[config.mk]
export PLATFORM = sky130hd
export DESIGN_NAME = parking_time_keeper
export DESIGN_NICKNAME = d
export VERILOG_FILES = /design/src/rtl/parking_time_keeper_pkg.sv /design/src/rtl/parking_time_base.sv /design/src/rtl/time_calculate.sv /design/src/rtl/parking_time_keeper.sv
export SDC_FILE = /design/constraint.sdc
export NUM_CORES = 1
export LEC_CHECK = 0
export CORE_MARGIN = 3
export CORE_UTILIZATION = 40
export CTS_CLUSTER_DIAMETER = 40
export DETAILED_ROUTE_END_ITERATION = 10
export PLACE_DENSITY = 0.66
export SYNTH_ARGS = -nofsm -noshare
export SYNTH_HDL_FRONTEND = slang
export SYNTH_HIERARCHICAL = 1
export SYNTH_SLANG_ARGS = --single-unit
[constraint.sdc]
create_clock -name clk_i -period 2.3 [get_ports clk_i]
set_clock_uncertainty 0.1 [all_clocks]
set_input_delay 0.345 -clock clk_i [delete_from_list [all_inputs] [get_ports clk_i]]
set_output_delay 0.345 -clock clk_i [all_outputs]
set_load 0.1 [all_outputs]
[src/rtl/parking_time_keeper_pkg.sv]
// Shared parameters and time helpers for the parking fee pipeline
// (time keeper, time_calculate and later fee stages).
package parking_time_keeper_pkg;

    localparam int unsigned SLOT_COUNT_DEF = 8;
    localparam int unsigned SLOT_W_DEF     = 3;
    localparam int unsigned TIME_W_DEF     = 8;
    localparam int unsigned TICK_DIV_DEF   = 100;

    typedef logic [TIME_W_DEF-1:0] ptime_t;

    // Modular difference: correct across one wrap of the parking clock.
    function automatic ptime_t time_sub(input ptime_t t_out, input ptime_t t_in);
        return t_out - t_in;
    endfunction

endpackage

[src/rtl/parking_time_base.sv]
// Prescaler plus wrapping parking clock; time_now advances once every TICK_DIV cycles.
module parking_time_base
    import parking_time_keeper_pkg::*;
#(
    parameter int unsigned TIME_W   = TIME_W_DEF,
    parameter int unsigned TICK_DIV = TICK_DIV_DEF
) (
    input  logic              clk_i,
    input  logic              rst_i,
    output logic [TIME_W-1:0] time_now_o
);

    localparam int unsigned      PRE_W   = (TICK_DIV > 1) ? $clog2(TICK_DIV) : 1;
    localparam logic [PRE_W-1:0] PRE_MAX = PRE_W'(TICK_DIV - 1);

    logic [PRE_W-1:0]  prescaler_q, prescaler_d;
    logic [TIME_W-1:0] time_q, time_d;

    // Next-state: with TICK_DIV=1 the prescaler sits at its maximum and ticks every cycle.
    always_comb begin
        if (prescaler_q == PRE_MAX) begin
            prescaler_d = '0;
            time_d      = time_q + TIME_W'(1);
        end else begin
            prescaler_d = prescaler_q + PRE_W'(1);
            time_d      = time_q;
        end
    end

    // State registers.
    always_ff @(posedge clk_i) begin
        if (rst_i) begin
            prescaler_q <= '0;
            time_q      <= '0;
        end else begin
            prescaler_q <= prescaler_d;
            time_q      <= time_d;
        end
    end

    assign time_now_o = time_q;

endmodule

[src/rtl/time_calculate.sv]
// Parking duration from the keeper's entry/exit timestamps (mod 2^8).
module time_calculate
    import parking_time_keeper_pkg::*;
(
    input  ptime_t time_in_i,
    input  ptime_t time_out_i,
    output ptime_t time_diff_o
);

    assign time_diff_o = time_sub(time_out_i, time_in_i);

endmodule

[src/rtl/parking_time_keeper.sv]
// Parking clock, per-slot entry timestamps and occupancy; presents entry/exit times
// of each departing car for one-cycle consumption by time_calculate.
module parking_time_keeper
    import parking_time_keeper_pkg::*;
#(
    parameter int unsigned SLOT_COUNT = SLOT_COUNT_DEF,
    parameter int unsigned SLOT_W     = SLOT_W_DEF,
    parameter int unsigned TIME_W     = TIME_W_DEF,
    parameter int unsigned TICK_DIV   = TICK_DIV_DEF
) (
    input  logic                  clk_i,
    input  logic                  rst_i,
    input  logic                  car_enter_i,
    input  logic [SLOT_W-1:0]     enter_slot_i,
    input  logic                  car_exit_i,
    input  logic [SLOT_W-1:0]     exit_slot_i,
    output logic [TIME_W-1:0]     time_now_o,
    output logic [TIME_W-1:0]     time_in_o,
    output logic [TIME_W-1:0]     time_out_o,
    output logic                  diff_valid_o,
    output logic [SLOT_W-1:0]     exit_slot_q_o,
    output logic [SLOT_COUNT-1:0] occupied_o,
    output logic                  full_o,
    output logic                  err_o,
    output logic [TIME_W-1:0]     time_diff_o
);

    localparam logic [SLOT_W:0] SLOT_LIMIT = (SLOT_W + 1)'(SLOT_COUNT);

    logic [TIME_W-1:0]     time_now_s;
    logic                  enter_ok_s, exit_ok_s;
    logic [SLOT_COUNT-1:0] occupied_q, occupied_d;
    logic [TIME_W-1:0]     ts_q [SLOT_COUNT];
    logic [TIME_W-1:0]     ts_d [SLOT_COUNT];
    logic [TIME_W-1:0]     time_in_q, time_in_d, time_out_q, time_out_d;
    logic [SLOT_W-1:0]     exit_slot_q, exit_slot_d;
    logic                  diff_valid_q, diff_valid_d, err_q, err_d, full_q, full_d;

    parking_time_base #(
        .TIME_W   (TIME_W),
        .TICK_DIV (TICK_DIV)
    ) u_time_base (
        .clk_i      (clk_i),
        .rst_i      (rst_i),
        .time_now_o (time_now_s)
    );

    // Request arbitration: legality is judged on the pre-edge occupancy, so a same-slot
    // enter+exit accepts exactly one of the two and the other raises err.
    always_comb begin
        enter_ok_s = car_enter_i && ({1'b0, enter_slot_i} < SLOT_LIMIT)
                     && !occupied_q[enter_slot_i];
        exit_ok_s  = car_exit_i && ({1'b0, exit_slot_i} < SLOT_LIMIT)
                     && occupied_q[exit_slot_i];
        occupied_d = occupied_q;
        ts_d       = ts_q;
        if (enter_ok_s) begin
            occupied_d[enter_slot_i] = 1'b1;
            ts_d[enter_slot_i]       = time_now_s;
        end else begin
            ts_d = ts_q;
        end
        if (exit_ok_s) begin
            occupied_d[exit_slot_i] = 1'b0;
            time_in_d               = ts_q[exit_slot_i];
            time_out_d              = time_now_s;
            exit_slot_d             = exit_slot_i;
        end else begin
            time_in_d   = time_in_q;
            time_out_d  = time_out_q;
            exit_slot_d = exit_slot_q;
        end
        diff_valid_d = exit_ok_s;
        err_d        = (car_enter_i && !enter_ok_s) || (car_exit_i && !exit_ok_s);
        full_d       = &occupied_d;
    end

    // Output, occupancy and timestamp registers.
    always_ff @(posedge clk_i) begin
        if (rst_i) begin
            occupied_q   <= '0;
            time_in_q    <= '0;
            time_out_q   <= '0;
            exit_slot_q  <= '0;
            diff_valid_q <= 1'b0;
            err_q        <= 1'b0;
            full_q       <= 1'b0;
            for (int i = 0; i < SLOT_COUNT; i++) begin
                ts_q[i] <= '0;
            end
        end else begin
            occupied_q   <= occupied_d;
            time_in_q    <= time_in_d;
            time_out_q   <= time_out_d;
            exit_slot_q  <= exit_slot_d;
            diff_valid_q <= diff_valid_d;
            err_q        <= err_d;
            full_q       <= full_d;
            ts_q         <= ts_d;
        end
    end

    time_calculate u_time_calculate (
        .time_in_i   (time_in_q),
        .time_out_i  (time_out_q),
        .time_diff_o (time_diff_o)
    );

    assign time_now_o    = time_now_s;
    assign time_in_o     = time_in_q;
    assign time_out_o    = time_out_q;
    assign diff_valid_o  = diff_valid_q;
    assign exit_slot_q_o = exit_slot_q;
    assign occupied_o    = occupied_q;
    assign full_o        = full_q;
    assign err_o         = err_q;

endmodule

; ---- Word-level counts from Yosys, hierarchy flattened
; Index checks and enable logic that the tools add are counted.
[word_totals]
out_inout_bits = 46
ff_bits = 109
in_bits = 10
[classes]
add_sub_neg = 3
eq_ne = 1
n_reduce_logical = 13
mux = 16
n_lt_le_gt_ge = 7
n_bitwise = 5
[op_table]
columns = operator, n
row1 = $bwmux 64, 1
row2 = $mux 8, 5
row3 = $bmux 8 s3, 1
row4 = $demux 8 s3, 1
row5 = $add 8x1->8 const B, 1
row6 = $and 8x8->8, 1
row7 = $ge 4x4->1 const B, 2
row8 = $lt 3x4->1 const B, 2
row9 = $not 3->4, 2
row10 = $not 8->8, 1
row11 = $or 8x8->8, 1
row12 = $reduce_and 8->1, 1
row13 = $sub 8x8->8, 1
row14 = $add 7x1->7 const B, 1
row15 = $eq 7x7->1 const B, 1
row16 = $logic_and 1x1->1, 7
row17 = $bmux 1 s3, 2
row18 = $demux 1 s3, 2
row19 = $ge 3x1->1 const B, 2
row20 = $lt 4x1->1 const B, 1
row21 = $mux 1, 4
row22 = $logic_not 1->1, 3
row23 = $reduce_or 2->1, 1
row24 = $logic_or 1x1->1, 1

; ---- Logic depth before layout (Yosys ltp)
[depth]
ltp_word = 9
mapped_depth = 8
depth_no_buf = 8

; ---- Cells and area by module
; Netlist, hierarchy kept.
[by_module_without_submodules]
columns = module, n_inst, cells_per_inst, area_per_inst_um2
row1 = parking_time_keeper, 1, 421, 4227.8
row2 = parking_time_base, 1, 75, 663.1
row3 = time_calculate, 1, 43, 331.6

; ---- Worst setup path before layout
; Ideal clock, no wire load.
[synth_timing]
path_type = flip-flop to output port
start = register time_in_q[1], in the netlist time_in_o[1]
end = output port time_diff_o[7]
n_path_buf = 0
path_slack_ps = -1859
stages_incl_launch_ff = 7
t_arrival_ps = 3714
path_cell_list = dfxtp_1 inv_1 ha_1 or2b_1 a21oi_2 or3_1 a31oi_1
[synth_via]
elab_chain_len = 1
[synth_lines]
columns = element, line_no
row1 = from (decl), parking_time_keeper.sv:35  ; logic [TIME_W-1:0] time_in_q, time_in_d, time_out_q, time_out_d;
row2 = from (signal assigned), parking_time_keeper.sv:93  ; time_in_q <= time_in_d;
row3 = $sub 8x8->8, parking_time_keeper_pkg.sv:14  ; return t_out - t_in;
row4 = to (decl), parking_time_keeper.sv:25  ; output logic [TIME_W-1:0] time_diff_o
; Every way passes these cells.

; ---- Worst setup path after layout
[layout_timing]
start = register time_out_q[0], in the netlist time_out_o[0]
end = output port time_diff_o[6]
[layout_via]
elab_chain_len = 1
[layout_lines]
columns = element, line_no
row1 = from (decl), parking_time_keeper.sv:35
row2 = from (signal assigned), parking_time_keeper.sv:94  ; time_out_q <= time_out_d;
row3 = $sub 8x8->8, parking_time_keeper_pkg.sv:14
; Every way passes these cells.

==> impl_metrics.json <==
{
  "status": "finished with violations",
  "violations": "setup timing",
  "fin_crit_ns": 2.546,
  "start_util_pct": 41.22,
  "async_flop_share_pct": 0,
  "cts_buffers": 9,
  "vdd_drop_max_uv": 415.3,
  "drv_cap": 0,
  "synth_area_um2": 5223,
  "post-place-ws_ns": -0.05665,
  "p_leak_nw": 2.540,
  "worstPathCellList": "inv_2 -> ha_4 -> inv_2 -> fa_2 -> a211oi_2 -> o21bai_1 -> a21oi_2 -> xnor2_4 -> buf_12",
  "rsz0062_at_grt": "true",
  "core_um2": 12670,
  "post-route-drc-count": 0,
  "max_slew_margin_pct": 52.19,
  "fmax_mhz": 392.8,
  "yosys_warnings": 6,
  "grt_pass1_wl_um": 21290,
  "worstPathArrival_ns": 2.10,
  "setup_viol": 6,
  "vias_per_cell": 5.390,
  "hpwlAfterDp_um": 9210,
  "ctsHoldBuffers": 0,
  "cts_htree_levels": 3,
  "cts_tree": "done",
  "areaGrowthSynthToFinish_pct": 31.22,
  "grt_max_degree": 39,
  "nNetsFinal": 626,
  "crit_slowest_cell": "fa_2",
  "worstPathRequired_ns": 1.86,
  "gp_congestion": 0.8345,
  "grt_pass1_vias": 4134,
  "cpMostUsedCell": "inv_2",
  "track_usage_pct": 18.22,
  "clk_path_buf_depth": 2,
  "io_pins": 56,
  "synth-seq-area-share_pct": 41.78,
  "crit_fanout": 2,
  "worst-path-buf-inv": 3,
  "ys_types": 58,
  "drive_gt1_share_pct": 30.93,
  "hold_ws_ns": 0.3554,
  "drv_slew": 0,
  "wl_um": 12720,
  "crit_type": "flop to primary output",
  "critPathMaxStageDelay_ns": 0.35,
  "die_area_um2": 14460,
  "insertion_delay_ns": 0.34,
  "ys.flop_type": "dfxtp_1",
  "syn_avg_cell_area_um2": 9.689,
  "cp_top_family": "compound AO/OA/AOI/OAI gates",
  "hold_viol": 0,
  "fill_cells": 1143,
  "die_y_um": 120.3,
  "synth_seq_cells": 109,
  "clk_root_buffer_cell": "clkbuf_16",
  "wire_per_inst_um": 16.25,
  "syn_inst": 539,
  "worst_pin_slew_ns": 0.7171,
  "antenna_found_initial": 0,
  "timing.final.ws_setup_ns": -0.2461,
  "die_w_um": 120.3,
  "num_antenna_cells": 0,
  "ant_nets": 0,
  "hold_path_class": "flop to flop",
  "overflow": 0,
  "p_per_area_nw_per_um2": 556.2,
  "syn-num-nets": 559,
  "final_core_utilization_pct": 54.08,
  "drt_iter0_drc": 336,
  "row_count": 41,
  "dr.pass1.iters": 5,
  "critPathCaptureType": "primary output",
  "cts_sinks": 109,
  "start_kind": "flop",
  "portBuffers": 55,
  "fin_crit_sh_pct": 110.7,
  "num_vias": 4220,
  "synth_edf_count": 0,
  "clkSlewWorstSetupHoldPaths_ns": 0.06
}
[cell usage after synthesis (7+ instances only)]
cell / n / share of area (%)
ha_1: 9 / 2.2
nand3_1: 25 / 2.4
o21ai_0: 27 / 2.6
dfxtp_1: 109 / 42
nor2_1: 83 / 6.0
mux4_2: 16 / 6.9
mux2i_1: 66 / 13
mux2_2: 14 / 3.0
inv_1: 15 / 1.1
clkbuf_1: 24 / 1.7
nand2_1: 7 / 0.50
buf_2: 16 / 1.5
a21oi_1: 31 / 3.0
[cells by family (layout without fill, tap and decap cells)]
kind of cell               after synthesis  in the layout  synth area share [%]
AOI/OAI and AO/OA                       97             97                 11.60
muxes                                   97             97                 22.78
and+or+nand+nor                        156            156                 14.66
DFF                                    109            109                 41.78
buffers and inverters                   61            133                 5.127
xor gates and xnor gates                 9              9                 1.509
adders and majority gates               10             10                 2.540
[flip-flops by register name, summed over array words and instances (netlist names)]
register / flops
exit_slot_q_o: 3
err_o: 1
u_time_base/time_now_o: 8
time_out_o: 8
full_o: 1
u_time_base/prescaler_q: 7
ts_q: 64
diff_valid_o: 1
occupied_o: 8
time_in_o: 8
[stage by stage]
stage | instance area (um2) | power (mW) | TNS (ns) | std cells
after floorplan | 5475 | 2.185 | -0.5499 | 539
final | 6853 | 3.811 | -0.7726 | 783
after detailed placement | 6471 | 2.311 | -0.2338 | 762
after global placement | 6471 | 2.304 | -0.02739 | 762
after global routing | 6853 | 3.945 | -1.258 | 783
after CTS | 6853 | 3.845 | -0.9387 | 783
[path summary, 6_finish.rpt]
path                                                 start                    endpoint  slack, ns  depth (start not counted)
worst max-delay path                         time_out_o[0]              time_diff_o[6]      -0.25                          9
worst min-delay path            u_time_base/prescaler_q[0]  u_time_base/prescaler_q[0]       0.36                          1
worst max register to register  u_time_base/prescaler_q[0]   u_time_base/time_now_o[7]       0.24                          4
worst min register to register  u_time_base/prescaler_q[0]  u_time_base/prescaler_q[0]       0.36                          1
[power by group]
part | switching, mW | internal (mW) | total (mW)
Sequential | 0.0139 | 1.88 | 1.90
Clock | 0.669 | 0.877 | 1.55
Combinational | 0.234 | 0.133 | 0.367
Total | 0.916 | 2.89 | 3.81
[placed cells by master, fill, tap and decap left out, types with 3 or more instances in the layout]
cell type        Yosys  routed
buf_4                1      72
clkbuf_1            24       3
nor3_1               6       6
ha_4                 0       6
nand2_1              7       7
a21o_1               3       3
ha_1                 9       3
inv_1               15       9
o21ai_0             27      27
nand3_1             25      25
nor2_1              83      82
clkbuf_16            0       9
a31oi_1              6       4
dfxtp_4              0      13
or4_1                4       4
nor2b_1              4       4
xnor2_4              0       4
clkdlybuf4s50_1      0       8
buf_12               0      19
mux2_2              14      14
nand2b_1             4       3
dfxtp_1            109      95
o21a_1               4       4
or3_1                6       5
a21oi_4              0       3
mux2i_1             66      66
a21oi_1             31      28
o31ai_1              4       4
mux4_2              16      16
inv_2                1       6
[metal layers]
metal / share of wire, % / wire [um] / global-route usage (%) / vias to the layer above
li1: - / - / - / 2071
met1: 48 / 6166 / 25.59 / 2047
met2: 46 / 5848 / 28.77 / 91
met3: 4.4 / 556 / 3.087 / 11
met4: 1.2 / 149 / 5.807 / 0
met5: 0 / 0 / 0 / -
[final cells by class]
type                       count  area [um2]  share of cell area (%)
clock buffer                  13       250.2                   3.652
clock inverter                 3       43.79                  0.6390
inverter                      16       62.56                  0.9129
multi-input combinational    369        3032                   44.24
sequential                   109        2232                   32.57
tap                          172       215.2                   3.140
timing repair buffer         101        1017                   14.84
[what timing repair did]
| action | CTS | global route |
|---|---|---|
| gates resized for setup | 8 | 0 |
| hold endpoints to repair | 0 | 0 |
| endpoints found under the setup margin | 6 | 6 |
| pin swaps | 14 | 3 |
| buffers inserted | 5 | 0 |
No activity file was read; power rests on OpenSTA's default activity.
